`src/rtl/sudoku_group_seq.sv`:
```
// sudoku_group_seq: sequences one elimination pass over a 9-cell Sudoku group.
// GATHER reads each cell's solved value onto the shared bus and accumulates
// a digit mask. APPLY broadcasts ~mask as the remaining candidates. COMMIT
// samples singleton cells. FINISH pulses done.
// Optional feature macro: SUDOKU_SEQ_CONFLICT_EN. When it is defined,
// duplicate solved digits raise conflict, and the pass skips APPLY/COMMIT.
//
//   state  | meaning
//   IDLE   | waiting for start
//   GATHER | reading cell idx (0..8) onto the bus, accumulating mask
//   APPLY  | driving ~mask to all cells with latch_valid
//   COMMIT | latch_singleton strobe, sampling promoted cells into changed
//   FINISH | one-cycle done pulse
module sudoku_group_seq (
  input  logic       clk,
  input  logic       reset,
  input  logic       start,
  output logic       busy,
  output logic       done,
  output logic       changed,
  output logic       conflict,
  output logic [1:0] cell_addr,
  output logic [8:0] cell_oe,
  output logic       cell_we,
  output logic       latch_valid,
  output logic       latch_singleton,
  input  logic [8:0] bus_in,
  output logic [8:0] bus_out,
  output logic       bus_drive,
  input  logic [8:0] singleton_in,
  input  logic [8:0] solved_in
);

  localparam logic [2:0] S_IDLE   = 3'd0;
  localparam logic [2:0] S_GATHER = 3'd1;
  localparam logic [2:0] S_APPLY  = 3'd2;
  localparam logic [2:0] S_COMMIT = 3'd3;
  localparam logic [2:0] S_FINISH = 3'd4;

  localparam logic [3:0] LAST_IDX = 4'd8;

  logic [2:0] state_q, state_d;
  logic [3:0] idx_q, idx_d;
  logic [8:0] mask_q, mask_d;
  logic       changed_q, changed_d;
`ifdef SUDOKU_SEQ_CONFLICT_EN
  logic       conflict_q, conflict_d;
`endif

  // Next-state and datapath update for the pass sequencer.
  always_comb begin
    state_d   = state_q;
    idx_d     = idx_q;
    mask_d    = mask_q;
    changed_d = changed_q;
`ifdef SUDOKU_SEQ_CONFLICT_EN
    conflict_d = conflict_q;
`endif
    case (state_q)
      S_IDLE: begin
        if (start) begin
          mask_d    = 9'd0;
          changed_d = 1'b0;
          idx_d     = 4'd0;
`ifdef SUDOKU_SEQ_CONFLICT_EN
          conflict_d = 1'b0;
`endif
          state_d   = S_GATHER;
        end
      end
      S_GATHER: begin
        mask_d = mask_q | bus_in;
`ifdef SUDOKU_SEQ_CONFLICT_EN
        // A digit already in the mask showing up again is a duplicate.
        conflict_d = conflict_q | (|(mask_q & bus_in));
`endif
        if (idx_q == LAST_IDX) begin
          idx_d = 4'd0;
`ifdef SUDOKU_SEQ_CONFLICT_EN
          // Do not push candidates derived from an inconsistent group.
          state_d = conflict_d ? S_FINISH : S_APPLY;
`else
          state_d = S_APPLY;
`endif
        end else begin
          idx_d = idx_q + 4'd1;
        end
      end
      S_APPLY: begin
        state_d = S_COMMIT;
      end
      S_COMMIT: begin
        changed_d = |(singleton_in & ~solved_in);
        state_d   = S_FINISH;
      end
      S_FINISH: begin
        state_d = S_IDLE;
      end
      default: begin
        state_d = S_IDLE;
      end
    endcase
  end

  // State registers with synchronous reset.
  always_ff @(posedge clk) begin
    if (reset) begin
      state_q   <= S_IDLE;
      idx_q     <= 4'd0;
      mask_q    <= 9'd0;
      changed_q <= 1'b0;
`ifdef SUDOKU_SEQ_CONFLICT_EN
      conflict_q <= 1'b0;
`endif
    end else begin
      state_q   <= state_d;
      idx_q     <= idx_d;
      mask_q    <= mask_d;
      changed_q <= changed_d;
`ifdef SUDOKU_SEQ_CONFLICT_EN
      conflict_q <= conflict_d;
`endif
    end
  end

  // Strobes decoded from state; gated by reset so an abort silences them at once.
  always_comb begin
    busy            = 1'b0;
    done            = 1'b0;
    cell_oe         = 9'd0;
    bus_drive       = 1'b0;
    bus_out         = 9'd0;
    latch_valid     = 1'b0;
    latch_singleton = 1'b0;
    if (!reset) begin
      busy = (state_q != S_IDLE);
      case (state_q)
        S_GATHER: cell_oe = 9'd1 << idx_q;
        S_APPLY: begin
          bus_drive   = 1'b1;
          bus_out     = ~mask_q;
          latch_valid = 1'b1;
        end
        S_COMMIT: latch_singleton = 1'b1;
        S_FINISH: done = 1'b1;
        default: ;
      endcase
    end
  end

  assign cell_addr = 2'b00;
  assign cell_we   = 1'b0;
  assign changed   = changed_q;
`ifdef SUDOKU_SEQ_CONFLICT_EN
  assign conflict  = conflict_q;
`else
  assign conflict  = 1'b0;
`endif

endmodule

```
`config.mk`:
```
export PLATFORM = sky130hd
export DESIGN_NAME = sudoku_group_seq
export DESIGN_NICKNAME = d
export VERILOG_FILES = /design/src/rtl/sudoku_group_seq.sv
export SDC_FILE = /design/constraint.sdc
export NUM_CORES = 1
export LEC_CHECK = 0
export ABC_AREA = 1
export CORE_MARGIN = 2
export CORE_UTILIZATION = 34
export CTS_CLUSTER_DIAMETER = 100
export DETAILED_ROUTE_END_ITERATION = 8
export PLACE_DENSITY = 0.76
export SYNTH_ARGS = -nofsm -noshare
export SYNTH_HDL_FRONTEND = slang
export SYNTH_SLANG_ARGS = --single-unit
```
`constraint.sdc`:
```
create_clock -name clk -period 1.2 [get_ports clk]
set_input_delay 0.18 -clock clk [delete_from_list [all_inputs] [get_ports clk]]
set_output_delay 0.18 -clock clk [all_outputs]
set_load 0.1 [all_outputs]
```
Word-level counts from Yosys, hierarchy flattened
Index checks and enable logic that the tools add are counted.

Flip-flop bits (word level): 17. Output and inout bits: 28. Input port bits: 30. Logic and storage cells: 46.

Bitwise operators: 4. Add/sub/neg operators: 1. Reductions and logical operators: 8. Shifts and indexed selects: 1. Equality and inequality tests: 7. Mux-type cells: 21.

Operators by type and width (count): 9-bit 2-to-1 mux (5); 9-bit inverter (2); 9-bit case mux with 2 select lines (1); 3-bit case mux with 4 select lines (1); 9-bit bitwise AND (1); 9-bit OR (1); 9-bit OR reduction (1); 1-bit by 4-bit left shift with 9-bit output (first input constant) (1); 1-bit 2-to-1 mux (8); 4-bit 2-to-1 mux (2); 4-bit case mux with 2 select lines (1); 3-bit by 2-bit == test with 1-bit output (second input constant) (2); 3-bit 2-to-1 mux (2); 2-bit AND reduction (3); 4-bit by 1-bit adder with 4-bit output (second input constant) (1); 4-bit == test (second input constant) (1); 2-bit inequality test (second input constant) (2); 2-bit nonzero test (2); 3-bit by 1-bit == test with 1-bit output (second input constant) (1); 3-bit == test (second input constant) (1); 3-bit zero test (1); 3-bit nonzero test (1); 1-bit case mux with 2 select lines (1).

Logic depth before layout (Yosys ltp)
Word-level depth: 4. Gate-level depth with buffers: 7. Mapped depth without buffers: 7.

Worst setup path before layout
OpenSTA, ideal clock, no wires.

Path type: reg-to-output. Start: register idx_q[0]. End: output port cell_oe[2]. Path buffers: 0. Data required time: 1.020 ns. Data arrival time: 3.503 ns. Slack: -2.483 ns. Cell stages (with the launch flop): 5. Path through: dfxtp_1 inv_1 ha_1 inv_1 nor4_1.

Word-level cells in the longest chain between the ends: 3.

RTL lines: from (decl) (line 43) `logic [3:0] idx_q, idx_d;`; from (signal assigned) (line 117) `idx_q <= idx_d;`; 1-bit by 4-bit left shift with 9-bit output (line 138) `S_GATHER: cell_oe = 9'd1 << idx_q;`; 9-bit 2-to-1 mux (line 137) `case (state_q)`; 9-bit 2-to-1 mux (line 135) `if (!reset) begin`; to (decl) (line 23) `output logic [8:0] cell_oe,`.

Every way passes these cells.

Worst setup path after layout
Start: register state_q[1]. End: output port bus_out[0].

Word-level cells in the longest chain between the ends: 3.

RTL lines: from (decl) (line 42) `logic [2:0] state_q, state_d;`; from (signal assigned) (line 116) `state_q <= state_d;`; 3-bit by 2-bit == test with 1-bit output (line 137); 9-bit 2-to-1 mux (line 137); 9-bit 2-to-1 mux (line 135); to (decl) (line 28) `output logic [8:0] bus_out,`.

Every way passes these cells.

==> key figures <==
Worst setup path
  • R2r setup slk: -0.35 ns
  • Worst EP arrival: about 1.6 ns
  • Reg2reg start: idx_q[0]
  • CP Buf/Inv Count: 3
  • RR Endpoint: idx_q[2]
  • CP endpoint kind: primary output
  • Slowest stage cell, crit path: dfxtp_4
  • Critical Path Most Common Cell: nor2_4
  • Critical Path Fanout Max: 9
  • WP data required: 1.02 ns
  • Worst path cell trace: buf_4 -> nand2_2 -> nor2_4 -> inv_6 -> nor2_4 -> buf_12
  • Family with the most delay on the worst path: buffers and inverters
  • Worst reg-to-reg path cell count: 8
  • Worst setup path endpoint: bus_out[0]
  • CP Launch Type: flop
  • CP Launch Point: state_q[1]
  • CP max stage delay: 0.40 ns
  • CP Depth: 6
  • Kind of critical path: flop to primary output

Power and ir drop
  • Clk pwr share: between 15 and 20%
  • Cell Pwr Density: ~810 nW/um2
  • Int Power: ~1.2 mW
  • Reg power frac: between 30% and 40%
  • Leakage power figure: ~1.1 nW
  • Worst vdd ir: about 0.74 mV
  • Comb power frac: between 50% and 60%
  • Switching share of power: between 40% and 50%
  • Design Power: 2.086 mW
  • Net Sw Power: 0.9030 mW

Synth
  • Asr flop ratio synth: 0%
  • Mapped Cells: 158
  • Most common library cells after synthesis: nor2_1, nand2_1, inv_1
  • Synth Cell Area: roughly 1000 um2
  • Biggest area consumer among synthesized cells: dfxtp_1
  • EDFF count, synth: 0
  • Unique masters post-synth: 20
  • Share of the synthesized area in the top cell type: around a third
  • Sequential fraction of the synthesis area: between 30% and 40%
  • Synth top area cells: dfxtp_1, nor2_1, nand2_1
  • Yosys warns: 0
  • Avg Synthesized Cell Area: around 6.4 um2
  • Yosys reg bits: 17
  • Top-count cell post-synth: nor2_1
  • Main flop type after synthesis: dfxtp_1

Clock tree
  • Num CTS Buffers: 3
  • H-tree depth: 1
  • CTS clk-pin slew, worst paths: between 0.1 and 0.15 ns
  • Clock sink count: 17
  • CTS root buf: clkbuf_4
  • CTS tree: built
  • Skew-Pair Late Insertion Delay: 0.31 ns
  • CTS max path bufs: 2

Floorplanning
  • Die area: 3410 um2
  • CORE AREA: 2781 um2
  • Rows: 19
  • Initial cell density of the core: between 30% and 40%
  • Io pins: 58
  • Die width: between 50 and 60 um
  • DIE HEIGHT: 58.40 um

Run status
  • Failing checks: negative setup slack
  • Status: complete, but fails checks

Global routing
  • Vias in the first global route: about 1500
  • Total GRT Usage: 27.96%
  • Initial antenna violation count: 0
  • Pin count of the biggest net entering global routing: 12
  • GRT Residual Overflow: 0
  • First-pass GRT wire length: around 7200 um

Place
  • Gpl congestion: about 0.80
  • Port bufs: 53
  • Post-DP Area: between 2000 and 2500 um2
  • Post-DP HPWL: ~2800 um

STA
  • # setup viols final: 37
  • Pins Over Slew Limit: 0
  • Fin. Hold Viols: 0
  • Minimum clock period: around 1.7 ns
  • Fmax achieved: about 580 MHz
  • Fin crit share: 144.7%
  • RSZ-0062 raised after global routing: true
  • Total negative slack: -12.38 ns
  • Final WS setup: -0.5362 ns
  • Layout Skew: 0.003273 ns

Cells and area
  • Fillers: 92
  • Fin area: 2569 um2
  • Layout overhead on the synthesized area: 155.3%
  • Layout net count: 286
  • Ratio of cells with drive above 1 in the final layout: a little over half
  • ANT cells: 0

Routing
  • DRT Wirelength: about 5500 um
  • DR WL/cell: approximately 20 um
  • Drt pass-1 iters: 4
  • Final ANT Viol Nets: 0
  • Drt via density: 5.361
  • DRC Markers: 0
  • Initial DRC Count: slightly below 90
  • Via Count: 1501

Flow run
  • Max-cap violations: 0

Worst hold path
  • Worst hold path type: input pin to flop
==> per-stage QoR <==
step / worst slack (ns) / utilization, % / cells / hold WS [ns]
4_1_cts: -0.4567 / 88.03 / 276 / 0.3537
2_1_floorplan: -0.8598 / - / 161 / 0.3247
5_1_grt: -0.5754 / 92.35 / 280 / 0.3967
6_report: -0.5362 / 92.35 / 280 / 0.3958
3_3_place_gp: -0.3741 / 78.18 / 260 / 0.5088
3_5_place_dp: -0.4667 / 78.18 / 260 / 0.5231
==> area by class of cell <==
class	instances	area, um2	area share [%]
Timing Repair Buffer	90	1109	43.16
Clock inverter	1	5.005	0.1948
Inverter	25	108.9	4.238
Clock buffer	3	22.52	0.8768
Sequential cell	17	364.1	14.17
Tap cell	31	38.79	1.510
Multi-Input combinational cell	113	920.9	35.85
==> per-layer routing <==
metal,GRT usage (%),routed length (um)
met2,55.70,2938
met5,0,0
met3,4.835,370
met1,27.97,1953
met4,11.30,210
==> worst reg2reg max path: stages (launching register included) <==
cell and delay (ns):
dfxtp_4 0.40, inv_4 0.06, ha_4 0.17, nand3_4 0.10, buf_6 0.12, inv_1 0.05
nor2_1 0.24, nand2_1 0.16, a21oi_1 0.17
==> worst min path at each step <==
stage	from	end	slack (ns)	depth (start not counted)
after CTS	reset	idx_q[2]	0.35	3
after global routing	reset	idx_q[3]	0.40	3
after floorplan	bus_in[0]	mask_q[0]	0.32	2
final	reset	idx_q[3]	0.40	3
after detailed placement	mask_q[7]	mask_q[7]	0.52	2
after global placement	mask_q[8]	mask_q[8]	0.51	2
==> power by group through the flow <==
stage | combinational (mW) | clock, mW | sequential (mW)
after floorplan | 0.473 | 0 | 0.658
after global placement | 0.796 | 0 | 0.649
after detailed placement | 0.820 | 0 | 0.651
after CTS | 0.944 | 0.328 | 0.643
after global routing | 1.13 | 0.351 | 0.652
final | 1.09 | 0.342 | 0.649
==> layout by cell type, fill, tap and decap left out, types with 4 or more instances in the layout <==
cell type	netlist	final
clkdlybuf4s50_1	0	28
buf_12	0	25
buf_4	6	24
nor2_1	39	21
nand2_1	29	20
nor2_4	0	17
inv_1	24	15
a21oi_1	12	11
buf_6	0	11
dfxtp_1	17	10
nand2_2	1	7
dfxtp_4	0	6
inv_2	1	5
inv_4	0	4
nand2_4	0	4
nand3_4	0	4
nor3_4	0	4
ha_4	0	4
conb_1	1	4
==> state kept, by name, summed over array words and instances (netlist names) <==
register / count
idx_q: 4
mask_q: 9
state_q: 3
changed: 1
==> cells by family (layout without fill, tap and decap cells) <==
| group | Yosys count | after routing | share of synthesized area, % |
|---|---|---|---|
| buffers and inverters | 32 | 119 | 14.18 |
| AOI/OAI and AO/OA | 18 | 18 | 9.452 |
| and+or+nand+nor | 84 | 85 | 34.70 |
| other | 1 | 4 | 0.3728 |
| adders and majority gates | 6 | 6 | 7.462 |
| DFF | 17 | 17 | 33.83 |
==> timing repair <==
action                     in CTS  in global routing
hold buffers                    0                  0
buffers inserted               12                  7
setup endpoints to repair      29                 39
gates resized for setup        45                 27
gates cloned                    1                  0
pin swaps                      13                 20
(Power assumes the default switching activity.)
